--- config.mk ---
export PLATFORM = sky130hd
export DESIGN_NAME = multicycle_core_ctrl
export DESIGN_NICKNAME = d
export VERILOG_FILES = /design/src/rtl/multicycle_core_ctrl_pkg.sv /design/src/rtl/multicycle_core_ctrl_wait_timeout_timer.sv /design/src/rtl/multicycle_core_ctrl.sv
export SDC_FILE = /design/constraint.sdc
export NUM_CORES = 1
export LEC_CHECK = 0
export CAP_MARGIN = 5
export CORE_ASPECT_RATIO = 1.1
export CORE_MARGIN = 2
export CORE_UTILIZATION = 40
export DETAILED_ROUTE_END_ITERATION = 12
export HOLD_SLACK_MARGIN = 0.03
export PLACE_DENSITY = 0.73
export SYNTH_ARGS = -nofsm -noshare
export SYNTH_HDL_FRONTEND = slang
export SYNTH_HIERARCHICAL = 1
export SYNTH_SLANG_ARGS = --single-unit
--- constraint.sdc ---
create_clock -name clk -period 4.75 [get_ports clk]
set_input_delay 0.95 -clock clk [delete_from_list [all_inputs] [get_ports clk]]
set_output_delay 0.95 -clock clk [all_outputs]
set_load 0.01 [all_outputs]
--- src/rtl/multicycle_core_ctrl_pkg.sv ---
// ----------------------------------------------------------------------------
// multicycle_core_ctrl_pkg
//   Shared definitions for the multi-cycle core sequencer: the sequencer state
//   type, default address width and reset PC, and the mask used to detect a
//   misaligned next PC (instructions are 32-bit and word aligned).
// ----------------------------------------------------------------------------
package multicycle_core_ctrl_pkg;

  localparam int unsigned XLEN_DEFAULT     = 32;
  localparam logic [31:0] RESET_PC_DEFAULT = 32'h8000_0000;

  // Any set bit under this mask in a next-PC value is a misaligned target.
  localparam logic [1:0]  PC_ALIGN_MASK    = 2'b11;

  typedef enum logic [2:0] {
    FETCH_REQ,
    FETCH_WAIT,
    EXEC,
    MEM_REQ,
    MEM_WAIT,
    WB,
    HALT,
    ERROR
  } state_e;

endpackage

--- src/rtl/multicycle_core_ctrl_wait_timeout_timer.sv ---
// ----------------------------------------------------------------------------
// wait_timeout_timer
//   Counts cycles spent in a wait state and flags the cycle in which the
//   TIMEOUT-th consecutive wait cycle elapses without the wait being resolved.
//   TIMEOUT = 0 disables the timer entirely.
//
// Ports:
//   clk     in   core clock
//   rst     in   synchronous, active-high reset
//   clear   in   restart the count (asserted whenever not waiting)
//   enable  in   count this cycle
//   expired out  this is the TIMEOUT-th enabled cycle since the last clear
// ----------------------------------------------------------------------------
module wait_timeout_timer #(
  parameter int unsigned TIMEOUT = 1024
) (
  input  logic clk,
  input  logic rst,
  input  logic clear,
  input  logic enable,
  output logic expired
);

  // The count only has to reach TIMEOUT-1, since expiry fires in that cycle.
  localparam int unsigned    CW   = (TIMEOUT > 2) ? $clog2(TIMEOUT) : 1;
  localparam logic [CW-1:0]  LAST = CW'((TIMEOUT == 0) ? 0 : TIMEOUT - 1);

  logic [CW-1:0] cnt_q;

  assign expired = (TIMEOUT != 0) && enable && (cnt_q == LAST);

  // NOTE: sequential state uses non-blocking assignments so every register
  // samples pre-edge values, independent of block ordering.
  always_ff @(posedge clk) begin
    if (rst || clear) begin
      cnt_q <= '0;
    end else if (enable && !expired) begin
      cnt_q <= cnt_q + 1'b1;
    end
  end

endmodule

--- src/rtl/multicycle_core_ctrl.sv ---
// ----------------------------------------------------------------------------
// multicycle_core_ctrl
//   Multi-cycle sequencer for the core. Owns PC and instruction register and
//   steps fetch -> execute -> (memory) -> writeback through valid/ready
//   handshakes to variable-latency instruction and data memories. Reports
//   commits, counts cycles and retired instructions, halts on ebreak and
//   traps to a terminal error state on wait timeout or misaligned next PC.
//
// Ports:
//   clk, rst                       clock, synchronous active-high reset
//   imem_req_valid/ready, imem_addr      fetch request (address = pc)
//   imem_rsp_valid/data                  fetch response
//   dmem_req_valid/ready, dmem_rsp_valid load/store request and completion
//   dec_mem_read/write, dec_reg_write, dec_ebreak  decode of inst_q (EXEC/WB)
//   exu_pc_next                    next PC from the execute unit
//   pc, inst_q                     architectural PC, latched instruction
//   rf_wen                         register-file write enable (WB only)
//   commit_valid/pc/pc_next        one-cycle retire report
//   halted, err                    sticky terminal status
//   cycle_cnt, instret_cnt         performance counters (wrap)
// ----------------------------------------------------------------------------
module multicycle_core_ctrl
  import multicycle_core_ctrl_pkg::*;
#(
  parameter int unsigned     XLEN     = XLEN_DEFAULT,
  parameter logic [XLEN-1:0] RESET_PC = XLEN'(RESET_PC_DEFAULT),
  parameter int unsigned     CNT_W    = 64,
  parameter int unsigned     TIMEOUT  = 1024
) (
  input  logic             clk,
  input  logic             rst,
  output logic             imem_req_valid,
  input  logic             imem_req_ready,
  output logic [XLEN-1:0]  imem_addr,
  input  logic             imem_rsp_valid,
  input  logic [31:0]      imem_rsp_data,
  output logic             dmem_req_valid,
  input  logic             dmem_req_ready,
  input  logic             dmem_rsp_valid,
  input  logic             dec_mem_read,
  input  logic             dec_mem_write,
  input  logic             dec_reg_write,
  input  logic             dec_ebreak,
  input  logic [XLEN-1:0]  exu_pc_next,
  output logic [XLEN-1:0]  pc,
  output logic [31:0]      inst_q,
  output logic             rf_wen,
  output logic             commit_valid,
  output logic [XLEN-1:0]  commit_pc,
  output logic [XLEN-1:0]  commit_pc_next,
  output logic             halted,
  output logic             err,
  output logic [CNT_W-1:0] cycle_cnt,
  output logic [CNT_W-1:0] instret_cnt
);

  state_e           state_q, state_d;
  logic [XLEN-1:0]  pc_q, pc_d;
  logic [31:0]      inst_d;
  logic [CNT_W-1:0] cycle_q, instret_q;

  logic in_wait, terminal, misaligned, wait_expired;
  logic imem_req_c, dmem_req_c, rf_wen_c, commit_c;

  assign in_wait    = (state_q == FETCH_WAIT) || (state_q == MEM_WAIT);
  assign terminal   = (state_q == HALT) || (state_q == ERROR);
  assign misaligned = |(exu_pc_next[1:0] & PC_ALIGN_MASK);

  // One timer serves both wait states; it restarts whenever we are not
  // waiting, and a wait state is always entered from a non-wait state.
  wait_timeout_timer #(
    .TIMEOUT (TIMEOUT)
  ) u_wait_timer (
    .clk     (clk),
    .rst     (rst),
    .clear   (!in_wait),
    .enable  (in_wait),
    .expired (wait_expired)
  );

  always_comb begin
    // NOTE: every signal gets a default before the case so no path leaves it
    // unassigned, which would otherwise infer a latch.
    state_d    = state_q;
    pc_d       = pc_q;
    inst_d     = inst_q;
    imem_req_c = 1'b0;
    dmem_req_c = 1'b0;
    rf_wen_c   = 1'b0;
    commit_c   = 1'b0;

    unique case (state_q)
      FETCH_REQ: begin
        imem_req_c = 1'b1;
        if (imem_req_ready) state_d = FETCH_WAIT;
      end
      FETCH_WAIT: begin
        // A response in the expiring cycle still wins over the timeout.
        if (imem_rsp_valid) begin
          inst_d  = imem_rsp_data;
          state_d = EXEC;
        end else if (wait_expired) begin
          state_d = ERROR;
        end
      end
      EXEC: begin
        // ebreak retires in place; the PC is left pointing at it.
        if (dec_ebreak) begin
          commit_c = 1'b1;
          state_d  = HALT;
        end else if (dec_mem_read || dec_mem_write) begin
          state_d = MEM_REQ;
        end else begin
          state_d = WB;
        end
      end
      MEM_REQ: begin
        dmem_req_c = 1'b1;
        if (dmem_req_ready) state_d = MEM_WAIT;
      end
      MEM_WAIT: begin
        if (dmem_rsp_valid) begin
          state_d = WB;
        end else if (wait_expired) begin
          state_d = ERROR;
        end
      end
      WB: begin
        if (misaligned) begin
          state_d = ERROR;
        end else begin
          rf_wen_c = dec_reg_write;
          commit_c = 1'b1;
          pc_d     = exu_pc_next;
          state_d  = FETCH_REQ;
        end
      end
      HALT, ERROR: begin
        state_d = state_q;
      end
    endcase
  end

  always_ff @(posedge clk) begin
    if (rst) begin
      state_q   <= FETCH_REQ;
      pc_q      <= RESET_PC;
      inst_q    <= '0;
      cycle_q   <= '0;
      instret_q <= '0;
    end else begin
      state_q <= state_d;
      pc_q    <= pc_d;
      inst_q  <= inst_d;
      if (!terminal) cycle_q   <= cycle_q + CNT_W'(1);
      if (commit_c)  instret_q <= instret_q + CNT_W'(1);
    end
  end

  // Requests and pulses are suppressed in the cycle reset is taken, so a
  // handshake can never complete against a state that is being discarded.
  assign imem_req_valid = imem_req_c & ~rst;
  assign dmem_req_valid = dmem_req_c & ~rst;
  assign rf_wen         = rf_wen_c   & ~rst;
  assign commit_valid   = commit_c   & ~rst;

  assign imem_addr      = pc_q;
  assign pc             = pc_q;
  assign commit_pc      = pc_q;
  assign commit_pc_next = exu_pc_next;
  assign halted         = (state_q == HALT);
  assign err            = (state_q == ERROR);
  assign cycle_cnt      = cycle_q;
  assign instret_cnt    = instret_q;

endmodule

==> flow_metrics.py, run 1 <==
metrics = {
    "timing": {
        "skew_ns": 0.0169,
        "period_minus_slack_ns": 3.80,
        "worst_slew_pin_slew_ns": 1.19,
        "finalHoldViolations": 0,
        "fmax_mhz": 263,
        "tns_ns": 0,
        "rsz0062_at_grt": "false",
        "finalCritPeriodShare_pct": 80.0,
        "drv_slew": 0,
        "worst_slack_ns": 0.949,
        "finalSetupViolCount": 0,
        "relSlewSlack_pct": 20.5,
    },
    "detailed_routing": {
        "wire_per_inst_um": 16.7,
        "routed_wl_um": 29900,
        "drt_iter0_drc": 693,
        "post-route-drc-count": 0,
        "postRouteAntennaNets": 0,
        "viasPerCell": 5.40,
        "vias": 9660,
        "first_pass_iters": 5,
    },
    "finish": {
        "stdcell_count": 1790,
        "seqCellArea_sq_um": 4100,
        "final_layout_size_suffix_gt1_share_pct": 3.85,
        "multi_input_area_sq_um": 4770,
        "n_antenna_cell": 0,
        "n_fill_cell": 2216,
        "nets": 1547,
        "area_growth_pct": 39.1,
    },
    "worst_setup_path": {
        "path_cells": "clkdlybuf4s50_1 > nor3b_4 > nand2_1 > nor3b_1 > clkdlybuf4s50_1",
        "cp_data_arrival_time_ns": 2.85,
        "critical-path-slowest-cell": "clkdlybuf4s50_1",
        "cp_slowest_stage_delay_ns": 0.63,
        "critPathLaunchType": "primary input",
        "crit_start": "exu_pc_next[0]",
        "path_common_cell": "clkdlybuf4s50_1",
        "crit_required_ns": 3.80,
        "endpoint_kind": "primary output",
        "cp_max_fo": 7,
        "critPathKind": "in2out",
        "r2r_start": "state_q[1]",
    },
    "logic_synthesis": {
        "synth_fp_nets": 1302,
        "synthArstFlopShare_pct": 0,
        "synth_top_area_share_pct": 41.5,
        "synthTopCellsByCount": "dfxtp_1 (205), nand2_1 (186), a21oi_1 (141)",
        "yosysMostFrequentCell": "dfxtp_1",
        "synth_edf_count": 0,
        "synthTopCellsByArea": "dfxtp_1 (42%), buf_4 (7.3%), a21oi_1 (7.1%)",
        "synth_top_cell_by_area": "dfxtp_1",
        "ys_warn_count": 6,
        "yosysSeqAreaShare_pct": 41.5,
        "yosys_register_bits": 205,
        "synthDistinctLibCells": 58,
        "ys.flop_type": "dfxtp_1",
        "synthCells": 1224,
        "syn_avg_cell_area_sq_um": 8.07,
        "mappedNetlistArea_sq_um": 9880,
    },
    "power_and_ir_drop": {
        "peakVddDrop_mv": 0.252,
        "p_sw_share_pct": 22.2,
        "power_frac_clock_pct": 45.7,
        "intPower_uw": 2890,
        "p_switching_uw": 822,
        "seqPwrFrac_pct": 47.4,
        "p_comb_share_pct": 6.9,
        "powerDensity_nw_per_um2": 270,
        "p_leak_uw": 0.00437,
    },
    "die": {
        "start_util_pct": 40.5,
        "die_y_um": 169,
        "die_area_sq_um": 26000,
        "row_count": 60,
        "core_sq_um": 24400,
        "ioPinCount": 368,
        "fp.dieW_um": 154,
    },
    "status": {
        "status": "complete, no violations",
    },
    "global_route": {
        "top_usage_layer": "met2",
        "antenna_found_initial": 0,
        "grt_max_degree": 113,
        "first_global_vias": 8833,
        "track_usage_pct": 22.0,
        "use_met2_pct": 38.5,
        "gr-total-overflow": 0,
        "grt_pass1_wl_um": 47300,
        "met3_usage_pct": 6.27,
        "met1_usage_pct": 26.9,
    },
    "clock_tree": {
        "clkSlewWorstSetupHoldPaths_ns": 0.06,
        "htree_levels": 1,
        "clk_path_buf_depth": 3,
        "cts_root_buf": "clkbuf_16",
        "cts-buffers-inserted": 24,
        "cts.sinks": 205,
        "cts-resized-gates": 0,
        "cts_tree": "built",
        "post_cts_buffers": 0,
        "cts_hold_buf": 0,
        "clk_latency_ns": 0.51,
    },
    "placement": {
        "place_congestion": 0.840,
        "dp_hpwl_um": 21800,
        "io_buffer_count": 367,
        "place_inst": 1753,
        "dp_slack_ns": 0.914,
    },
    "hold_path": {
        "hold_class": "reg2reg",
        "hold_start": "inst_q[25]",
    },
    "flow_run": {
        "maxCapViolations": 0,
    },
}
-- routing by layer --
| metal | routed length (um) | vias to the layer above |
|---|---|---|
| li1 | - | 4732 |
| met2 | 14500 | 390 |
| met1 | 12400 | 4510 |
| met5 | 0 | - |
| met4 | 374 | 0 |
| met3 | 2670 | 28 |
-- power by group through the flow --
stage                     logic [uW]  clock network (uW)  registers [uW]
after floorplan                  117                   0            1800
final                            255                1690            1760
after global placement           255                   0            1800
after global routing             278                1810            1760
after CTS                        259                1740            1760
after detailed placement         257                   0            1800
-- stage by stage --
stage | instance area, sq um | total power [uW] | hold slack, ns | util [%]
finish | 13700 | 3710 | 0.451 | 56.3
global route | 13700 | 3850 | 0.469 | 56.3
CTS | 13700 | 3760 | 0.453 | 56.3
detailed placement | 13000 | 2050 | 0.447 | 53.4
global placement | 13000 | 2050 | 0.440 | 53.4
floorplan | 9880 | 1920 | 0.449 | -
-- worst max-delay path, delay by kind of cell --
kind                   cells  cell delay (ns)
and+or+nand+nor            3             0.77
buffers and inverters      2             1.13
-- logic make-up after synthesis --
group	after synthesis	share of synthesized area, %
adder cells (fa/ha/maj)	4	0.506
AND/OR/NAND/NOR	546	29.0
buffers and inverters	170	10.2
flip-flops	205	41.5
AO/OA/AOI/OAI	241	13.6
multiplexers	2	0.203
XOR/XNOR	56	4.96
-- placed cells by master, fill, tap and decap left out, types with 4 or more instances in the layout --
| cell | instances |
|---|---|
| clkbuf_1 | 8 |
| and2_1 | 5 |
| buf_4 | 4 |
| dfxtp_1 | 205 |
| and4_1 | 11 |
| ha_1 | 4 |
| nor3b_1 | 6 |
| and3_1 | 13 |
| inv_1 | 18 |
| a21oi_1 | 141 |
| o31ai_1 | 26 |
| nor4_1 | 10 |
| o21ai_0 | 51 |
| clkbuf_8 | 4 |
| nor2_1 | 82 |
| nand4b_1 | 4 |
| nor3_1 | 23 |
| xnor2_1 | 22 |
| nand4_1 | 48 |
| a211oi_1 | 4 |
| or3_1 | 47 |
| or4_1 | 28 |
| nand2_1 | 186 |
| clkdlybuf4s50_1 | 366 |
| nand3_1 | 54 |
| xor2_1 | 34 |
| clkbuf_16 | 25 |
-- state kept, by name (all words and copies together) (netlist names) --
name and flops:
commit_pc 32, cycle_cnt 64, state_q 3, instret_cnt 64, inst_q 32, u_wait_timer/cnt_q 10
-- path summary, 6_finish.rpt --
kind / slack (ns) / cells after the start / to
worst min-delay path: 0.45 / 2 / inst_q[25]
worst max-delay path: 0.95 / 5 / rf_wen
worst min register to register: 0.45 / 2 / inst_q[25]
worst max register to register: 1.14 / 6 / cycle_cnt[55]
-- layout make-up --
| type | count | share of cell area, % |
|---|---|---|
| clock buffers | 37 | 5.17 |
| inverters | 18 | 0.492 |
| multi-input cells | 849 | 34.7 |
| flip-flops and latches | 205 | 29.9 |
| well taps | 310 | 2.82 |
| repair buffers | 371 | 27.0 |
Note: power is estimated with default switching activity, not from simulation.
==> inputs of run 2 (changes only) <==
Clock period 4.75 ns to 3.9 ns, I/O delays scaled along.
==> run 2 against run 1 <==
  * Worst setup slack got worse by 0.55 ns
  * Largest power group is now the clock network
  * Via count is 0.99% higher
  * Combinational power up 23%
  * Non-clock buffer count is 7 higher
  * Critical path type unchanged
  * Clock power grew 57%
  * Final area is 2.1% higher
==> flow_metrics.py, run 2 (synthesis results as in run 1) <==
metrics = {
    "timing": {
        "hold_slack_ns": 0.452,
        "skew_ns": 0.0126,
        "worst_slew_pin_slew_ns": 1.09,
        "finalCritPeriodShare_pct": 89.7,
        "relSlewSlack_pct": 26.9,
        "period_minus_slack_ns": 3.50,
        "finalHoldViolations": 0,
        "rsz0062_at_grt": "false",
        "drv_slew": 0,
        "fmax_mhz": 286,
        "finalSetupViolCount": 0,
        "tns_ns": 0,
    },
    "clock_tree": {
        "post_cts_buffers": 0,
        "cts-buffers-inserted": 24,
        "clk_path_buf_depth": 3,
        "clk_latency_ns": 0.52,
        "clkSlewWorstSetupHoldPaths_ns": 0.06,
        "cts_root_buf": "clkbuf_16",
        "htree_levels": 1,
        "cts_hold_buf": 0,
        "cts.sinks": 205,
        "cts_tree": "built",
        "cts-resized-gates": 0,
    },
    "worst_setup_path": {
        "cp_slowest_stage_delay_ns": 0.62,
        "critPathKind": "in2out",
        "critPathLaunchType": "primary input",
        "cp_max_fo": 7,
        "path_cells": "clkdlybuf4s50_1 > nor3b_4 > nand2_1 > nor3b_1 > clkdlybuf4s50_1",
        "path_common_cell": "clkdlybuf4s50_1",
        "endpoint_kind": "primary output",
        "critical-path-slowest-cell": "clkdlybuf4s50_1",
        "crit_required_ns": 3.12,
        "r2r_cells": 9,
        "cp_data_arrival_time_ns": 2.72,
    },
    "status": {
        "status": "complete, no violations",
    },
    "die": {
        "fp.dieW_um": 154,
        "die_y_um": 169,
        "start_util_pct": 40.5,
        "ioPinCount": 368,
        "die_area_sq_um": 26000,
        "core_sq_um": 24400,
        "row_count": 60,
    },
    "global_route": {
        "first_global_vias": 8913,
        "grt_max_degree": 94,
        "track_usage_pct": 22.2,
        "grt_pass1_wl_um": 47500,
        "antenna_found_initial": 0,
        "gr-total-overflow": 0,
    },
    "finish": {
        "final_layout_size_suffix_gt1_share_pct": 5.29,
        "area_growth_pct": 42.0,
        "n_antenna_cell": 0,
        "nets": 1554,
        "final_common_cell": "clkdlybuf4s50_1",
        "layout_common_cells": "clkdlybuf4s50_1 (366), dfxtp_1 (205), nand2_1 (186)",
        "stdcell_area_sq_um": 14000,
    },
    "detailed_routing": {
        "drt_iter0_drc": 583,
        "post-route-drc-count": 0,
        "routed_wl_um": 30500,
        "postRouteAntennaNets": 0,
        "viasPerCell": 5.41,
        "first_pass_iters": 5,
        "vias": 9756,
        "wire_per_inst_um": 16.9,
    },
    "power_and_ir_drop": {
        "power.total_uw": 5110,
        "powerDensity_nw_per_um2": 364,
        "peakVddDrop_mv": 0.321,
        "p_leak_uw": 0.00452,
    },
    "hold_path": {
        "whs_path_depth": 2,
        "hold_class": "reg2reg",
    },
    "flow_run": {
        "maxCapViolations": 0,
    },
    "placement": {
        "dp_hpwl_um": 22100,
        "place_area_sq_um": 13100,
        "place_congestion": 0.845,
        "io_buffer_count": 367,
    },
}
==> run 2: cell count changes in the layout (fill, tap and decap cells not counted) <==
cell / delta
clkbuf_8: -1
clkinv_8: +1
bufinv_16: +8
clkbuf_1: -8
clkinvlp_4: +3
clkinv_2: +5
buf_4: +7
clkbuf_16: -1
==> run 2: through the flow <==
stage	setup WS (ns)	util (%)	cells
finish	0.402	57.5	1804
global route	0.297	57.5	1804
CTS	0.370	57.5	1804
detailed placement	0.384	53.6	1760
global placement	0.419	53.6	1760
floorplan	1.11	-	1224
==> run 2: metal layers <==
metal / track usage, % / routed length (um) / up-vias
li1: - / - / 4758
met1: 27.5 / 12500 / 4600
met2: 37.5 / 14600 / 349
met3: 6.84 / 2690 / 49
met4: 6.42 / 719 / 0
met5: 0 / 0 / -
==> run 2: layout make-up <==
type | instances | area (sq um)
clock buffers | 27 | 642
clock inverters | 17 | 304
fillers | 2209 | 10400
inverters | 18 | 67.6
multi-input cells | 849 | 4770
flip-flops and latches | 205 | 4100
well taps | 310 | 388
repair buffers | 378 | 3760
==> run 2: path summary, 6_finish.rpt <==
check | start | to | slack, ns
setup / recovery | exu_pc_next[0] | rf_wen | 0.40
hold reg to reg | inst_q[26] | inst_q[26] | 0.45
hold / removal | inst_q[26] | inst_q[26] | 0.45
setup reg to reg | state_q[0] | state_q[1] | 0.77
==> run 2: where the power goes <==
part | switching [uW] | internal [uW]
registers | 23.6 | 2120
clock network | 936 | 1720
logic | 148 | 166
==> run 2: worst max-delay path, delay by kind of cell <==
family | cells | cell delay, ns
buffers and inverters | 2 | 1.13
AND/OR/NAND/NOR | 3 | 0.80
